$ cat src/rtl/serial_addsub_pkg.sv
// Shared types and helpers for the digit-serial adder/subtractor.
package serial_addsub_pkg;

    typedef enum logic [0:0] {
        ST_IDLE = 1'b0,
        ST_RUN  = 1'b1
    } state_t;

    // Counter width for CC digits; never narrower than one bit.
    function automatic int calc_cw(input int cc);
        return (cc > 1) ? $clog2(cc) : 1;
    endfunction

endpackage

$ cat src/rtl/serial_add_digit.sv
// Combinational DW-bit ripple slice. It uses one AND per bit, which keeps it cheap
// in garbled circuits: cout = c ^ ((a^c) & (b^c)).
module serial_add_digit #(
    parameter int DW = 2
) (
    input  logic [DW-1:0] a,
    input  logic [DW-1:0] b,
    input  logic          inv,
    input  logic          cin,
    output logic [DW-1:0] s,
    output logic          cn,
    output logic          c_msb_in
);

    always_comb begin
        logic cy;
        logic bx;
        cy       = cin;
        bx       = 1'b0;
        s        = '0;
        c_msb_in = 1'b0;
        for (int i = 0; i < DW; i++) begin
            bx = b[i] ^ inv;
            if (i == DW - 1) c_msb_in = cy;
            s[i] = a[i] ^ bx ^ cy;
            cy   = cy ^ ((a[i] ^ cy) & (bx ^ cy));
        end
        cn = cy;
    end

endmodule

$ cat src/rtl/serial_addsub_seq.sv
// Digit-serial N-bit add/sub (N = DW*CC), LSB digit first, one digit per cycle.
// Define SERIAL_ADDSUB_SUB_EN to honour the sub input; otherwise the block is add-only.
module serial_addsub_seq
    import serial_addsub_pkg::*;
#(
    parameter int DW = 2,
    parameter int CC = 512
) (
    input  logic          clk,
    input  logic          rst,
    input  logic          start,
    input  logic          sub,
    input  logic [DW-1:0] a,
    input  logic [DW-1:0] b,
    output logic [DW-1:0] c,
    output logic          c_valid,
    output logic          busy,
    output logic          done,
    output logic          cout,
    output logic          ovf
);

    localparam int CW = calc_cw(CC);

    state_t        state;
    logic [CW-1:0] cnt;
    logic          carry;
    logic          sub_eff;
    logic          m;
    logic          accept;
    logic          take;
    logic          last;
    logic          cin;
    logic [DW-1:0] sum;
    logic          cn;
    logic          c_msb;

    assign accept = (state == ST_IDLE) && start;
    assign take   = accept || (state == ST_RUN);
    assign last   = ((state == ST_RUN) && (cnt == CW'(CC - 1))) || (accept && (CC == 1));
    assign cin    = (state == ST_IDLE) ? sub_eff : carry;
    assign busy   = (state == ST_RUN);

`ifdef SERIAL_ADDSUB_SUB_EN
    logic mode;
    assign sub_eff = sub;
    assign m       = (state == ST_IDLE) ? sub : mode;

    always_ff @(posedge clk or negedge rst) begin
        if (!rst)        mode <= 1'b0;
        else if (accept) mode <= sub;
    end
`else
    logic unused_sub;
    assign unused_sub = sub;
    assign sub_eff    = 1'b0;
    assign m          = 1'b0;
`endif

    serial_add_digit #(.DW(DW)) u_digit (
        .a        (a),
        .b        (b),
        .inv      (m),
        .cin      (cin),
        .s        (sum),
        .cn       (cn),
        .c_msb_in (c_msb)
    );

    always_ff @(posedge clk or negedge rst) begin
        if (!rst) begin
            state   <= ST_IDLE;
            cnt     <= '0;
            carry   <= 1'b0;
            c       <= '0;
            c_valid <= 1'b0;
            done    <= 1'b0;
            cout    <= 1'b0;
            ovf     <= 1'b0;
        end else begin
            c_valid <= take;
            done    <= take && last;
            if (take) begin
                c     <= sum;
                carry <= cn;
            end
            // Flags clear on a new op; the last-digit update below wins for CC==1.
            if (accept) begin
                cout <= 1'b0;
                ovf  <= 1'b0;
            end
            if (take && last) begin
                cout  <= cn;
                ovf   <= c_msb ^ cn;
                cnt   <= '0;
                state <= ST_IDLE;
            end else if (take) begin
                cnt   <= cnt + 1'b1;
                state <= ST_RUN;
            end
        end
    end

endmodule
$ cat config.mk
export PLATFORM = sky130hd
export DESIGN_NAME = serial_addsub_seq
export DESIGN_NICKNAME = d
export VERILOG_FILES = /design/src/rtl/serial_addsub_pkg.sv /design/src/rtl/serial_add_digit.sv /design/src/rtl/serial_addsub_seq.sv
export SDC_FILE = /design/constraint.sdc
export NUM_CORES = 1
export LEC_CHECK = 0
export ABC_AREA = 0
export ABC_CLOCK_PERIOD_IN_PS = 4700
export CAP_MARGIN = 30
export CORE_ASPECT_RATIO = 0.8
export CORE_MARGIN = 2
export CORE_UTILIZATION = 50
export CTS_CLUSTER_SIZE = 16
export DETAILED_ROUTE_END_ITERATION = 8
export PLACE_DENSITY_LB_ADDON = 0.05
export SKIP_CTS_REPAIR_TIMING = 1
export SYNTH_ARGS = -nofsm -noshare
export SYNTH_HDL_FRONTEND = slang
export SYNTH_SLANG_ARGS = --single-unit
$ cat constraint.sdc
create_clock -name clk -period 4.7 [get_ports clk]
set_input_delay 0.705 -clock clk [delete_from_list [all_inputs] [get_ports clk]]
set_output_delay 0.705 -clock clk [all_outputs]
set_load 0.01 [all_outputs]
---- Word level (Yosys, flattened, before mapping) ----
Index checks and enable logic that the tools add are counted.
cells by class
  add/sub/neg operators ................... 1
  eq/ne operators ......................... 1
  muxes and demuxes ....................... 8
  bitwise logic cells ..................... 14
  reduce and logical (&&, ||, !) cells .... 6
operators with widths
  operator                                     number
  2-to-1 mux 9 bit                             2
  bitwise XOR 1 bit                            11
  adder 9 x 1 -> 9 bit, second input constant  1
  == test 9 bit, second input constant         1
  2-to-1 mux 1 bit                             6
  nonzero test 2 bit                           2
  logical AND 1 bit                            3
  AND 1 bit                                    2
  logical OR 1 bit                             1
  NOT 1 bit                                    1
word-level totals
  flip-flop bits (word level) ............. 17
  bits of input ports ..................... 8
  output and inout port bits .............. 7
  logic and storage cells ................. 38

---- Logic depth before layout (Yosys ltp) ----
Gate-level depths: netlist of run 1.
  depth after elaboration ................. 9
  mapped depth ............................ 8
  gate-level depth less buffers ........... 8

---- By module ----
Synthesis of run 1 repeated with hierarchy kept, for this count alone.
unflattened totals
  cell total of the unflattened synthesis .. 84
  area, all modules ....................... 895.9 µm²
modules (own cells, without submodules)
  module             times used  cells each  area an instance (µm²)
  serial_addsub_seq  1           63          737.0
  serial_add_digit   1           21          158.9

---- Worst setup path before layout of run 1 ----
No wires, ideal clock.
  kind .................................... reg-to-reg
  start point ............................. register cnt[0]
  end point ............................... register cnt[5]
  library setup time ...................... 0.087 ns
  data arrival time ....................... 1.701 ns
  setup slack ............................. 2.913 ns
  cell stages (with the launch flop) ...... 9
  buffers on the path ..................... 0
  clock period less this slack ............ 1.787 ns
  cells stage by stage .................... dfrtp_1 > ha_1 > nand3_1 > nor2_1 > ha_1 > nand2_4 > inv_2 > or4_1 > o211ai_1
between the ends
  longest elaborated chain between the ends .. 4
RTL lines
  element                                                                       RTL line                 text
  start, declared                                                               serial_addsub_seq.sv:26  logic [CW-1:0] cnt;
  start signal, assigned                                                        serial_addsub_seq.sv:98  cnt <= cnt + 1'b1;
  parallel branches: the longest is 4 deep, another holds adder 9 x 1 -> 9 bit  n/a
Parallel ways; which one is timed is not known. The select of a mux whose other input is x is not followed.
A chain may end at the register's enable or synchronous reset.

---- Final worst setup path of run 1 ----
  start point ............................. register state (netlist: busy)
  end point ............................... output busy
RTL lines
  element                 RTL line                 text
  start, declared         serial_addsub_seq.sv:25  state_t state;
  start signal, assigned  serial_addsub_seq.sv:72  state <= ST_IDLE;
  start signal, assigned  serial_addsub_seq.sv:96  state <= ST_IDLE;
  start signal, assigned  serial_addsub_seq.sv:99  state <= ST_RUN;
  end, declared           serial_addsub_seq.sv:17  output logic busy,
No word-level cell between the ends.

==> results of run 1 <==
==> cell type report <==
| type | instances | area [um2] | area share [%] |
|---|---|---|---|
| multi-input combinational | 61 | 407.9 | 39.52 |
| tap | 22 | 27.53 | 2.667 |
| clock buffer | 4 | 26.28 | 2.545 |
| timing repair buffer | 13 | 130.1 | 12.61 |
| sequential | 17 | 425.4 | 41.21 |
| inverter | 4 | 15.01 | 1.455 |
==> stage by stage <==
| step | total power, uW | area, um2 | utilization [%] | worst slack [ns] | hold slack [ns] |
|---|---|---|---|---|---|
| 2_1_floorplan | 298.6 | 864.6 | - | 2.913 | 0.4094 |
| 3_3_place_gp | 333.5 | 1006 | 61.85 | 2.245 | 0.4664 |
| 3_5_place_dp | 336.5 | 1006 | 61.85 | 2.239 | 0.4808 |
| 4_1_cts | 416.3 | 1032 | 63.46 | 2.429 | 0.5047 |
| 5_1_grt | 451.5 | 1032 | 63.46 | 2.385 | 0.5248 |
| 6_report | 411.3 | 1032 | 63.46 | 2.447 | 0.4965 |
==> worst paths after layout <==
| check | startpoint | to | slack [ns] | cells after the start |
|---|---|---|---|---|
| setup / recovery | busy | busy | 2.45 | 1 |
| hold / removal | cout | cout | 0.50 | 2 |
| setup reg to reg | cnt[0] | cnt[5] | 2.77 | 8 |
| hold reg to reg | cout | cout | 0.50 | 2 |
| max in group asynchronous | rst | cout | 3.35 | 1 |
| min in group asynchronous | rst | cnt[3] | 0.85 | 1 |
==> state kept, by name, summed over array words and instances (netlist names) <==
name     cells
cnt          9
c            2
busy         1
c_valid      1
carry        1
cout         1
done         1
ovf          1
==> synth_stat cells, types with 2 or more instances <==
cell / count / area, um2
or4_1: 4 / 30.03
dfrtp_1: 17 / 425.4
nand4_1: 3 / 18.77
o211ai_1: 3 / 22.52
inv_1: 3 / 11.26
xor2_1: 2 / 17.52
a21oi_1: 3 / 15.01
o21ai_0: 6 / 30.03
ha_1: 2 / 25.02
nand2_1: 9 / 33.78
nand3_1: 4 / 20.02
xnor2_1: 2 / 17.52
a211oi_1: 2 / 15.01
o31ai_1: 2 / 15.01
a22o_1: 2 / 17.52
nor2_1: 3 / 11.26
a211o_1: 2 / 17.52
==> power groups by stage <==
stage | Sequential (uW) | Clock (uW) | Combinational [uW]
2_1_floorplan | 223 | 0 | 75.6
3_3_place_gp | 229 | 0 | 105
3_5_place_dp | 230 | 0 | 107
4_1_cts | 227 | 81.1 | 109
5_1_grt | 237 | 88.4 | 126
6_report | 227 | 76.3 | 108
==> worst register-to-register path: stages (launching register included) <==
cell	delay (ns)
dfrtp_1	0.42
ha_1	0.25
nand3_1	0.07
nor2_1	0.05
ha_1	0.25
nand2_4	0.11
inv_2	0.08
or4_1	0.47
o211ai_1	0.16
==> logic make-up (layout without fill, tap and decap cells) <==
group	count (synthesis)	after routing	share of synthesized area, %
AO/OA/AOI/OAI	26	26	21.42
XOR/XNOR	4	4	4.053
flip-flops	17	17	49.20
buffers and inverters	6	21	3.617
multiplexers	1	1	1.158
AND/OR/NAND/NOR	28	28	17.66
adder cells (fa/ha/maj)	2	2	2.894
==> metal layers <==
layer | vias up | wire length [um] | GRT usage [%]
met4 | 0 | 13 | 8.108
met2 | 11 | 761 | 30.26
met5 | - | 0 | 0
li1 | 352 | - | -
met1 | 330 | 846 | 26.29
met3 | 2 | 58 | 6.569
==> flow_metrics.py, run 1 <==
metrics = {
    "floorplan": {
        "io_pins": 15,
        "core_area_um2": 1627,
        "rows": 13,
        "die_y_um": 41.20,
        "die_w_um": 50.49,
        "die-area_um2": 2080,
        "initial_core_util_pct": 53.15,
    },
    "cells_and_area": {
        "final_common_cell": "dfrtp_1",
        "num-nets-final": 110,
        "post_layout_nonfiller_instances": 121,
        "syn_to_final_growth_pct": 19.39,
        "final_cell_mix": "dfrtp_1, clkdlybuf4s50_1, nand2_1, o21ai_0",
        "post_route_cells_drive_above_1_share_pct": 7.071,
        "n_fill_cell": 150,
        "n_antenna_cell": 0,
    },
    "place": {
        "portBuffers": 13,
        "gp_congestion": 0.8158,
        "place_inst": 117,
        "dp_hpwl_um": 1200,
    },
    "grt": {
        "grt_max_degree": 18,
        "grt_pass1_wl_um": 2829,
        "grt_pass1_vias": 602,
        "grt-ovfl-total": 0,
        "grtUsageTotal_pct": 19.80,
        "antenna_found_initial": 0,
    },
    "routing": {
        "ant_nets": 0,
        "drt_iter0_drc": 29,
        "drc": 0,
        "vias_per_cell": 5.744,
        "drt-total-wl_um": 1681,
        "dr_total_vias": 695,
        "wire_per_inst_um": 13.89,
        "first_pass_iters": 4,
    },
    "clock_tree": {
        "clockBufferDepth": 2,
        "path_clk_slew_ns": 0.08,
        "htreeDepth": 1,
        "root_buffer": "clkbuf_4",
        "cts_tree": "built",
        "numCtsBuffers": 3,
        "clkLatencyLatePin_ns": 0.29,
        "clock_sinks": 17,
    },
    "logic_synthesis": {
        "synth_warnings": 0,
        "yosysSeqAreaShare_pct": 49.20,
        "async_reset_ff_share_pct": 100.0,
        "synthCells": 84,
        "synth_fp_nets": 94,
        "synthesis.area_um2": 864.6,
        "synth_seq_cells": 17,
        "syn-mean-instance-area_um2": 10.29,
        "ys_types": 32,
        "synth_edf_count": 0,
        "synthFlopType": "dfrtp_1",
    },
    "critical_path": {
        "cp-start-kind": "flop",
        "cp_max_fo": 11,
        "worstPathArrival_ns": 1.55,
        "criticalPathCategory": "flop to primary output",
        "slowest_stage": "dfrtp_1",
        "cpPeakStageDelay_ns": 0.64,
        "cp-end-kind": "primary output",
        "crit_chain": "clkdlybuf4s50_1",
        "required_ns": 3.99,
        "crit_buf_inv": 1,
        "cp_top_family": "flip-flops",
    },
    "run": {
        "drv_cap": 0,
    },
    "power_and_ir_drop": {
        "powerDensity_nw_per_um2": 398.4,
        "seqPwrFrac_pct": 55.3,
        "internal-power_uw": 275.4,
        "ir_drop_uv": 252.8,
        "leakage_uw": 0.0004326,
        "combPwrFrac_pct": 26.2,
        "swShare_pct": 33.04,
        "power_switching_uw": 135.9,
        "clockPowerShare_pct": 18.6,
    },
    "sta": {
        "period_minus_slack_ns": 2.253,
        "tightest_slew_ns": 0.7661,
        "fmax_ghz": 0.4438,
        "hold_violations": 0,
        "setup_viol": 0,
        "finalClockSkew_ns": 0.01109,
        "fin_crit_sh_pct": 47.94,
        "rsz0062_at_grt": "false",
        "final_max_slew_viol_count": 0,
        "tns_ns": 0,
        "max-slew-margin-rel_pct": 48.77,
    },
    "min_path": {
        "hp-class": "flop to flop",
    },
    "outcome": {
        "status": "complete, no violations",
    },
}
No activity file was read; power rests on OpenSTA's default activity.
==> run 2: changes to the inputs <==
- ABC_CLOCK_PERIOD_IN_PS: 4700 -> 2200
- clock period: 4.7 -> 2.2 ns (I/O delays scaled with it)
==> run 2 against run 1 <==
  * Worst hold slack worse by 0.15 ns
  * Wire length is 4.2% higher
  * Count of clock-buffer cells in the layout is 1 lower
  * First-iteration DRC count is 31% lower
  * Die area stayed put
  * Total power is 120% higher
  * Clock skew is 0.0092 ns lower
  * Clock power is 120% higher
  * Setup slack worse by 2.2 ns
  * Critical path type is now flop to flop
  * Critical endpoint is now cnt[5]
  * Largest cell class unchanged
  * Largest power group unchanged
==> flow_metrics.py, run 2 (synthesis results as in run 1) <==
metrics = {
    "sta": {
        "period_minus_slack_ns": 1.977,
        "tns_ns": 0,
        "fin_ws_ns": 0.2228,
        "fin_crit_sh_pct": 89.87,
        "fmax_ghz": 0.5058,
        "tightest_slew_ns": 0.5821,
        "setup_viol": 0,
        "finalClockSkew_ns": 0.001892,
        "final_max_slew_viol_count": 0,
        "max-slew-margin-rel_pct": 61.15,
        "hold_violations": 0,
        "rsz0062_at_grt": "false",
    },
    "power_and_ir_drop": {
        "power_switching_uw": 309.4,
        "combPwrFrac_pct": 26.5,
        "swShare_pct": 34.46,
        "ir_drop_uv": 702.8,
        "leakage_uw": 0.0004533,
        "powerDensity_nw_per_um2": 844.1,
        "power_uw": 897.7,
        "clockPowerShare_pct": 18.8,
        "seqPwrFrac_pct": 54.6,
        "internal-power_uw": 588.3,
    },
    "place": {
        "portBuffers": 13,
        "place_area_um2": 1036,
        "gp_congestion": 0.8148,
        "dpl_worst_slack_ns": 0.2365,
        "dp_hpwl_um": 1305,
    },
    "clock_tree": {
        "htreeDepth": 1,
        "path_clk_slew_ns": 0.10,
        "clock_sinks": 17,
        "numCtsBuffers": 3,
        "root_buffer": "clkbuf_4",
        "clockBufferDepth": 2,
        "cts_tree": "built",
        "clkLatencyLatePin_ns": 0.29,
    },
    "routing": {
        "drt-total-wl_um": 1751,
        "wire_per_inst_um": 14.01,
        "vias_per_cell": 5.744,
        "first_pass_iters": 4,
        "drc": 0,
        "drt_iter0_drc": 20,
        "dr_total_vias": 718,
        "ant_nets": 0,
    },
    "critical_path": {
        "crit_chain": "ha_1 > nand3_1 > nor2_1 > ha_1 > nand2_4 > inv_2 > or4_1 > o211ai_1",
        "cpPeakStageDelay_ns": 0.47,
        "worstPathArrival_ns": 2.20,
        "cpMostUsedCell": "ha_1",
        "cp_max_fo": 7,
        "cp-start-kind": "flop",
        "slowest_stage": "or4_1",
        "required_ns": 2.42,
        "criticalPathCategory": "flop to flop",
        "cp-end-kind": "flop",
    },
    "cells_and_area": {
        "final_cell_mix": "dfrtp_1, clkdlybuf4s50_1, nand2_1, o21ai_0",
        "top_register": "cnt",
        "n_fill_cell": 133,
        "n_antenna_cell": 0,
        "num-nets-final": 114,
        "design_area_um2": 1064,
        "syn_to_final_growth_pct": 23.01,
        "final_common_cell": "dfrtp_1",
        "post_route_cells_drive_above_1_share_pct": 11.65,
        "largest_reg_flops": 9,
        "reg.largest.list": "cnt: 9 flops, c: 2 flops",
    },
    "floorplan": {
        "die_w_um": 50.49,
        "rows": 13,
        "io_pins": 15,
        "die_y_um": 41.20,
        "initial_core_util_pct": 53.15,
        "core_area_um2": 1627,
        "die-area_um2": 2080,
    },
    "grt": {
        "grt_pass1_wl_um": 2835,
        "grtUsageTotal_pct": 19.30,
        "grt-ovfl-total": 0,
        "antenna_found_initial": 0,
        "grt_max_degree": 18,
        "grt_pass1_vias": 611,
    },
    "outcome": {
        "status": "complete, no violations",
    },
    "run": {
        "drv_cap": 0,
    },
    "min_path": {
        "hp-class": "input port to asynchronous set/reset pin",
    },
}
run 2: changes by cell type in the layout (fill, tap and decap cells not counted):
cell      previous run  this run
buf_4                0         4
clkbuf_1             1         0
clkinv_2             0         1
run 2: final timing paths:
| path | start | to | slack (ns) | depth (start not counted) |
|---|---|---|---|---|
| max in group asynchronous | rst | busy | 1.67 | 2 |
| min in group clk | c[1] | c[1] | 0.49 | 2 |
| setup / recovery | cnt[0] | cnt[5] | 0.22 | 8 |
| hold / removal | rst | cnt[6] | 0.34 | 2 |
| setup reg to reg | cnt[0] | cnt[5] | 0.22 | 8 |
| hold reg to reg | c[1] | c[1] | 0.49 | 2 |
run 2: cell type report:
| class | instances | area, um2 | area share (%) |
|---|---|---|---|
| clock inverters | 1 | 5.005 | 0.4706 |
| flip-flops and latches | 17 | 425.4 | 40.00 |
| clock buffers | 3 | 22.52 | 2.118 |
| multi-input cells | 61 | 407.9 | 38.35 |
| repair buffers | 17 | 160.2 | 15.06 |
| inverters | 4 | 15.01 | 1.412 |
| well taps | 22 | 27.53 | 2.588 |
run 2: power by group through the flow:
stage | Clock, uW | Combinational [uW] | Sequential [uW]
floorplan | 0 | 162 | 476
global placement | 0 | 227 | 488
detailed placement | 0 | 238 | 496
CTS | 174 | 240 | 489
global route | 195 | 269 | 503
finish | 169 | 238 | 490
run 2: metal layers:
layer  share of wire [%]  GRT usage (%)
met3                 3.3          3.285
met5                   0              0
met2                  44          29.61
met4                 1.3          8.108
met1                  51          27.42
run 2: per-stage QoR:
stage               std cells  hold slack (ns)  util, %
detailed placement        121           0.4709    63.69
floorplan                  84          0.03441        -
CTS                       125           0.3476    65.38
finish                    125           0.3448    65.38
global route              125           0.3505    65.38
global placement          121           0.4641    63.69
run 2: worst max-delay path: cells and delay by family, from the launching register on:
kind | cells | cell delay [ns]
flops | 1 | 0.43
simple gates | 4 | 0.71
fa+ha+maj | 2 | 0.51
compound gates | 1 | 0.17
buf+inv | 1 | 0.07
